<file path="src/rtl/cpu16_mem_pkg.sv">
// Shared types for the cpu16 memory bridge: FSM states, grant owner, bus word
// and the data word returned on an aborted access.
package cpu16_mem_pkg;

  typedef logic [15:0] word_t;

  typedef enum logic [1:0] {
    IDLE,
    INS,
    DAT
  } state_t;

  typedef enum logic {
    G_INS,
    G_DAT
  } grant_t;

  localparam word_t TIMEOUT_DATA = 16'hFFFF;

endpackage

</file>
<file path="src/rtl/cpu16_mem_slot.sv">
// Single-entry holding register for cpu16 data-port requests. Drops requests
// that arrive while it is occupied and flags them on a sticky overrun bit.
module cpu16_mem_slot
  import cpu16_mem_pkg::*;
(
  input  logic  clk,
  input  logic  reset,
  input  logic  i_rd_req,
  input  logic  i_wr_req,
  input  word_t i_addr,
  input  word_t i_wdata,
  input  logic  i_free,
  output logic  o_cand,
  output logic  o_we,
  output word_t o_addr,
  output word_t o_wdata,
  output logic  o_err_overrun
);

  logic  r_valid;
  logic  r_we;
  word_t r_addr;
  word_t r_wdata;
  logic  r_err;
  logic  w_req;
  logic  w_accept;

  // The entry frees on its ack cycle, so a request in that same cycle fits.
  assign w_req    = i_rd_req | i_wr_req;
  assign w_accept = w_req & (~r_valid | i_free);

  // Candidate view for the arbiter: an entry loading now is visible at once.
  assign o_cand        = w_accept | (r_valid & ~i_free);
  assign o_we          = w_accept ? i_wr_req : r_we;
  assign o_addr        = w_accept ? i_addr   : r_addr;
  assign o_wdata       = w_accept ? i_wdata  : r_wdata;
  assign o_err_overrun = r_err;

  // NOTE: state registers use non-blocking assignments so every flop samples
  // the pre-edge values regardless of statement order.
  always_ff @(posedge clk or posedge reset) begin
    if (reset) begin
      r_valid <= 1'b0;
      r_we    <= 1'b0;
      r_addr  <= '0;
      r_wdata <= '0;
      r_err   <= 1'b0;
    end else begin
      if (w_accept) begin
        r_valid <= 1'b1;
        r_we    <= i_wr_req;
        r_addr  <= i_addr;
        r_wdata <= i_wdata;
      end else if (i_free) begin
        r_valid <= 1'b0;
      end
      if ((w_req & ~w_accept) | (i_rd_req & i_wr_req)) begin
        r_err <= 1'b1;
      end
    end
  end

endmodule

</file>
<file path="src/rtl/cpu16_mem_bridge.sv">
// Arbitrates cpu16 fetch and data ports onto one req/ack memory port.
// Optional watchdog abort: define CPU16_MEM_BRIDGE_TIMEOUT_EN.
module cpu16_mem_bridge
  import cpu16_mem_pkg::*;
#(
  parameter bit DAT_FIRST = 1'b1
`ifdef CPU16_MEM_BRIDGE_TIMEOUT_EN
  ,
  parameter int TIMEOUT = 255
`endif
) (
  input  logic  clk,
  input  logic  reset,
  input  word_t ins_rd_addr,
  input  logic  ins_rd_req,
  output word_t ins_rd_data,
  output logic  ins_rd_rdy,
  input  word_t dat_rw_addr,
  input  word_t dat_wr_data,
  input  logic  dat_rd_req,
  input  logic  dat_wr_req,
  output word_t dat_rd_data,
  output logic  dat_rd_rdy,
  output logic  dat_wr_rdy,
  output logic  mem_req,
  output logic  mem_we,
  output word_t mem_addr,
  output word_t mem_wdata,
  input  word_t mem_rdata,
  input  logic  mem_ack,
  output logic  err_overrun
`ifdef CPU16_MEM_BRIDGE_TIMEOUT_EN
  ,
  output logic  err_timeout
`endif
);

  state_t r_state;
  grant_t r_last_grant;
  logic   r_mem_req;
  logic   r_mem_we;
  word_t  r_mem_addr;
  word_t  r_mem_wdata;
  word_t  r_ins_iss_addr;
  word_t  r_ins_rd_data;
  word_t  r_dat_rd_data;
  logic   r_ins_rd_rdy;
  logic   r_dat_rd_rdy;
  logic   r_dat_wr_rdy;

  logic   w_busy;
  logic   w_done;
  logic   w_arb;
  logic   w_free;
  logic   w_grant_dat;
  logic   w_slot_cand;
  logic   w_slot_we;
  word_t  w_slot_addr;
  word_t  w_slot_wdata;
  word_t  w_rdata;

  cpu16_mem_slot u_slot (
    .clk           (clk),
    .reset         (reset),
    .i_rd_req      (dat_rd_req),
    .i_wr_req      (dat_wr_req),
    .i_addr        (dat_rw_addr),
    .i_wdata       (dat_wr_data),
    .i_free        (w_free),
    .o_cand        (w_slot_cand),
    .o_we          (w_slot_we),
    .o_addr        (w_slot_addr),
    .o_wdata       (w_slot_wdata),
    .o_err_overrun (err_overrun)
  );

  assign w_busy = (r_state != IDLE);
  assign w_arb  = (r_state == IDLE) | w_done;
  assign w_free = w_done & (r_state == DAT);
  // On a tie the port that did not win last time gets the memory.
  assign w_grant_dat = w_slot_cand & (~ins_rd_req | (r_last_grant == G_INS));

`ifdef CPU16_MEM_BRIDGE_TIMEOUT_EN
  localparam logic [7:0] TMO_LAST = 8'(TIMEOUT - 1);

  logic [7:0] r_wdog;
  logic       r_err_timeout;
  logic       w_tmo;

  assign w_tmo       = w_busy & ~mem_ack & (r_wdog == TMO_LAST);
  assign w_done      = w_busy & (mem_ack | w_tmo);
  assign w_rdata     = w_tmo ? TIMEOUT_DATA : mem_rdata;
  assign err_timeout = r_err_timeout;

  always_ff @(posedge clk or posedge reset) begin
    if (reset) begin
      r_wdog        <= '0;
      r_err_timeout <= 1'b0;
    end else begin
      if (w_arb) begin
        r_wdog <= '0;
      end else if (w_busy) begin
        r_wdog <= r_wdog + 8'd1;
      end
      if (w_tmo) begin
        r_err_timeout <= 1'b1;
      end
    end
  end
`else
  assign w_done  = w_busy & mem_ack;
  assign w_rdata = mem_rdata;
`endif

  always_ff @(posedge clk or posedge reset) begin
    if (reset) begin
      r_state        <= IDLE;
      r_last_grant   <= DAT_FIRST ? G_INS : G_DAT;
      r_mem_req      <= 1'b0;
      r_mem_we       <= 1'b0;
      r_mem_addr     <= '0;
      r_mem_wdata    <= '0;
      r_ins_iss_addr <= '0;
      r_ins_rd_data  <= '0;
      r_dat_rd_data  <= '0;
      r_ins_rd_rdy   <= 1'b0;
      r_dat_rd_rdy   <= 1'b0;
      r_dat_wr_rdy   <= 1'b0;
    end else begin
      r_ins_rd_rdy <= 1'b0;
      r_dat_rd_rdy <= 1'b0;
      r_dat_wr_rdy <= 1'b0;

      if (w_done) begin
        if (r_state == DAT) begin
          if (r_mem_we) begin
            r_dat_wr_rdy <= 1'b1;
          end else begin
            r_dat_rd_rdy  <= 1'b1;
            r_dat_rd_data <= w_rdata;
          end
        end else if (ins_rd_req && (ins_rd_addr == r_ins_iss_addr)) begin
          // A fetch whose address moved on (branch) is silently dropped.
          r_ins_rd_rdy  <= 1'b1;
          r_ins_rd_data <= w_rdata;
        end
      end

      if (w_arb) begin
        if (w_grant_dat) begin
          r_state      <= DAT;
          r_last_grant <= G_DAT;
          r_mem_req    <= 1'b1;
          r_mem_we     <= w_slot_we;
          r_mem_addr   <= w_slot_addr;
          r_mem_wdata  <= w_slot_wdata;
        end else if (ins_rd_req) begin
          r_state        <= INS;
          r_last_grant   <= G_INS;
          r_mem_req      <= 1'b1;
          r_mem_we       <= 1'b0;
          r_mem_addr     <= ins_rd_addr;
          r_ins_iss_addr <= ins_rd_addr;
        end else begin
          r_state   <= IDLE;
          r_mem_req <= 1'b0;
          r_mem_we  <= 1'b0;
        end
      end
    end
  end

  assign ins_rd_data = r_ins_rd_data;
  assign ins_rd_rdy  = r_ins_rd_rdy;
  assign dat_rd_data = r_dat_rd_data;
  assign dat_rd_rdy  = r_dat_rd_rdy;
  assign dat_wr_rdy  = r_dat_wr_rdy;
  assign mem_req     = r_mem_req;
  assign mem_we      = r_mem_we;
  assign mem_addr    = r_mem_addr;
  assign mem_wdata   = r_mem_wdata;

endmodule

</file>
<file path="config.mk">
export PLATFORM = sky130hd
export DESIGN_NAME = cpu16_mem_bridge
export DESIGN_NICKNAME = d
export VERILOG_FILES = /design/src/rtl/cpu16_mem_pkg.sv /design/src/rtl/cpu16_mem_slot.sv /design/src/rtl/cpu16_mem_bridge.sv
export SDC_FILE = /design/constraint.sdc
export NUM_CORES = 1
export LEC_CHECK = 0
export ABC_AREA = 1
export CORE_ASPECT_RATIO = 0.5
export CORE_MARGIN = 4
export CORE_UTILIZATION = 45
export DETAILED_ROUTE_END_ITERATION = 7
export GPL_TIMING_DRIVEN = 0
export PLACE_DENSITY = 0.74
export SYNTH_ARGS = -nofsm -noshare
export SYNTH_HDL_FRONTEND = slang
export SYNTH_HIERARCHICAL = 1
export SYNTH_SLANG_ARGS = --single-unit
</file>
<file path="constraint.sdc">
create_clock -name clk -period 3.4 [get_ports clk]
set_clock_uncertainty 0.15 [all_clocks]
set_input_delay 0.68 -clock clk [delete_from_list [all_inputs] [get_ports clk]]
set_output_delay 0.68 -clock clk [all_outputs]
set_load 0.02 [all_outputs]
</file>
==> impl_metrics.py <==
metrics = {
    "route": {
        "routedWlPerCell_um": 15.2,
        "drc": 0,
        "ant_nets": 0,
        "vias_per_cell": 4.95,
        "firstDrtPassIters": 6,
        "drt_wl_total_mm": 13.8,
        "drt_iter0_drc": 350,
        "vias": 4486,
    },
    "power_and_ir_drop": {
        "power_frac_clock_pct": 26.8,
        "p_seq_share_pct": 36.0,
        "p_per_area_nw_per_um2": 880,
        "total_power_mw": 6.60,
        "ir_drop_mv": 0.449,
        "combPwrFrac_pct": 37.2,
        "p_int_mw": 4.25,
        "p_leak_nw": 3.66,
        "switching_share_pct": 35.6,
        "p_switching_mw": 2.35,
    },
    "setup_path": {
        "rr_endpoint": "mem_wdata[7]",
        "rr_startpoint": "r_state[0]",
        "rr_worst_depth": 12,
        "path_max_fanout": 10,
        "cp-end-kind": "register",
        "startpoint_type": "primary input",
        "criticalPathCategory": "in -> reg",
        "r2r_slack_ns": 0.78,
        "worst_ep_required_time_ns": 3.54,
        "worst_ep_arrival_time_ns": 3.14,
    },
    "die": {
        "fp-row-count": 27,
        "ios": 140,
        "design.core.area_um2": 11200,
        "initial_utilization_pct": 47.0,
        "fp.dieW_um": 161,
        "fp.dieArea_um2": 13600,
        "dieHeight_um": 84.5,
    },
    "logic_synthesis": {
        "ys_seq_area_share_pct": 58.4,
        "synthesis.area_um2": 5270,
        "ys.warnings.count": 6,
        "yosysMostFrequentCell": "nand2_1",
        "ys.flop_type": "dfrtp_1",
        "synth_area_leaders": "dfrtp_1 (58%), nand2_1 (15%), o21ai_0 (4.0%)",
        "synth_top_cell_by_area": "dfrtp_1",
        "yosysTopAreaCellShare_pct": 58.4,
        "synth_seq_cells": 123,
        "synthCells": 574,
        "synth_edf_count": 0,
        "avgSynthCellArea_um2": 9.18,
        "ys_top_cells_by_count": "nand2_1 (211), dfrtp_1 (123), o21ai_0 (42)",
        "async_flop_share_pct": 100,
        "synth_fp_nets": 644,
        "yosysUniqueCellTypes": 27,
    },
    "sta": {
        "period_share_pct": 88.4,
        "holdWs_ns": 0.316,
        "slew_viol_final": 0,
        "worst_pin_slew_ns": 0.817,
        "maxClockFrequency_mhz": 333,
        "grt_setup_unrepaired": "no",
        "relSlewSlack_pct": 45.5,
        "tns_ns": 0,
        "period_minus_slack_ns": 3.00,
        "hold_viol": 0,
        "setup_viol": 0,
    },
    "final_layout": {
        "fin_util_pct": 66.9,
        "layout-drive-gt1-share_pct": 13.7,
        "regArea_um2": 3080,
        "final_nets": 804,
        "fill_cells": 914,
        "area_growth_pct": 42.4,
        "antennaDiodeCount": 0,
        "final_area_um2": 7510,
        "multiInputGateArea_um2": 1880,
    },
    "clocking": {
        "clk_path_buf_depth": 2,
        "cts.sinks": 123,
        "path_clk_slew_ns": 0.05,
        "cts_setup_buffers": 0,
        "cts_tree": "yes",
        "numCtsBuffers": 17,
        "cts_hold_buf": 0,
        "clockRootBuffer": "clkbuf_16",
        "worstSkewPairLatency_ns": 0.40,
        "cts_resized": 0,
        "cts_max_level": 4,
    },
    "global_routing": {
        "antenna_found_initial": 0,
        "overflow": 0,
        "grt_max_degree": 70,
        "grt_pass1_wl_mm": 22.9,
        "grtUsageTotal_pct": 21.1,
        "grt_pass1_vias": 4637,
    },
    "place": {
        "port_buffers": 139,
        "globalplace.congestion": 0.838,
        "dp_hpwl_mm": 10.0,
        "place_area_um2": 6920,
    },
    "flow_run": {
        "drv_cap": 0,
    },
    "min_path": {
        "hp-start": "u_slot/r_wdata[12]",
        "min_to": "u_slot/r_wdata[12]",
        "worst_hold_path_type": "reg -> reg",
        "holdPathStages": 2,
    },
    "status": {
        "status": "complete, no violations",
    },
}
[cells in the final DEF (no fill, tap or decap), drive strengths merged, types with 2 or more instances in the layout]
cell type | netlist | routed
clkbuf | 4 | 22
clkinvlp | 0 | 4
inv | 43 | 43
xnor2 | 4 | 4
o21ai | 53 | 53
nand4 | 16 | 16
nand3 | 36 | 36
nand2 | 227 | 227
dfrtp | 123 | 123
nor2 | 27 | 27
a21oi | 4 | 4
clkinv | 0 | 8
bufinv | 0 | 2
mux2 | 16 | 16
clkdlybuf4s50 | 0 | 139
buf | 19 | 21
[routing by layer]
layer  up-vias  routed length [µm]  global-route usage [%]  part of all wire, %
met4         0                 267                    7.82                  1.9
met3        24                 706                    4.61                  5.1
met2       131                6560                    34.8                   48
met5         -                   0                       0                    0
li1       2154                   -                       -                    -
met1      2177                6220                    27.7                   45
[flip-flops by register name (all words and copies together), names as in the netlist, 2 cells and up]
register,count
u_slot/r_addr,16
dat_rd_data,16
mem_wdata,16
u_slot/r_wdata,16
r_ins_iss_addr,16
ins_rd_data,16
r_state,2
mem_addr,16
[cell type report]
type,instances,area share (%)
Clock inverter,14,1.98
Multi-Input combinational cell,385,25.0
Sequential cell,123,41.0
Buffer,23,2.07
Timing Repair Buffer,141,19.3
Inverter,43,2.18
Tap cell,159,2.65
Clock buffer,18,5.85
[how the worst max path moves through the flow]
stage                 start             end  slack (ns)  cells past startpoint
finish              mem_ack    mem_wdata[7]        0.40                     12
CTS                 mem_ack    mem_wdata[7]        0.40                     12
floorplan             reset  dat_rd_data[0]        0.29                      1
detailed placement  mem_ack    mem_wdata[6]        0.03                     12
global placement      reset     mem_addr[3]       -1.25                      2
global route        mem_ack    mem_wdata[4]        0.22                     12
[power groups by stage]
| stage | logic, mW | registers [mW] | clock network [mW] |
|---|---|---|---|
| finish | 2.46 | 2.38 | 1.77 |
| floorplan | 1.11 | 2.69 | 0 |
| CTS | 2.48 | 2.38 | 1.79 |
| detailed placement | 2.45 | 2.39 | 0 |
| global placement | 2.39 | 2.37 | 0 |
| global route | 2.71 | 2.45 | 1.86 |
[per-stage QoR]
stage          worst slack (ns)  instances
6_report                  0.396        906
5_1_grt                   0.221        906
4_1_cts                   0.401        906
3_5_place_dp             0.0304        874
3_3_place_gp              -1.25        872
2_1_floorplan             0.291        574
[critical path, stage by stage]
cell             delay (ns)
clkdlybuf4s50_1        0.57
inv_1                  0.08
nor2_1                 0.16
inv_1                  0.09
nand2_4                0.16
buf_2                  0.23
nand2_1                0.08
nand2_2                0.20
inv_2                  0.15
nand2_4                0.17
buf_4                  0.22
mux2_2                 0.35
[cells by family (layout without fill, tap and decap cells)]
kind of cell	after synthesis	in the layout	synth area share, %
xor+xnor	5	5	0.831
compound gates	57	57	5.63
flops	123	123	58.4
mux	16	16	3.42
simple gates	307	307	25.7
buf+inv	66	239	6.01
(Power assumes the default switching activity.)
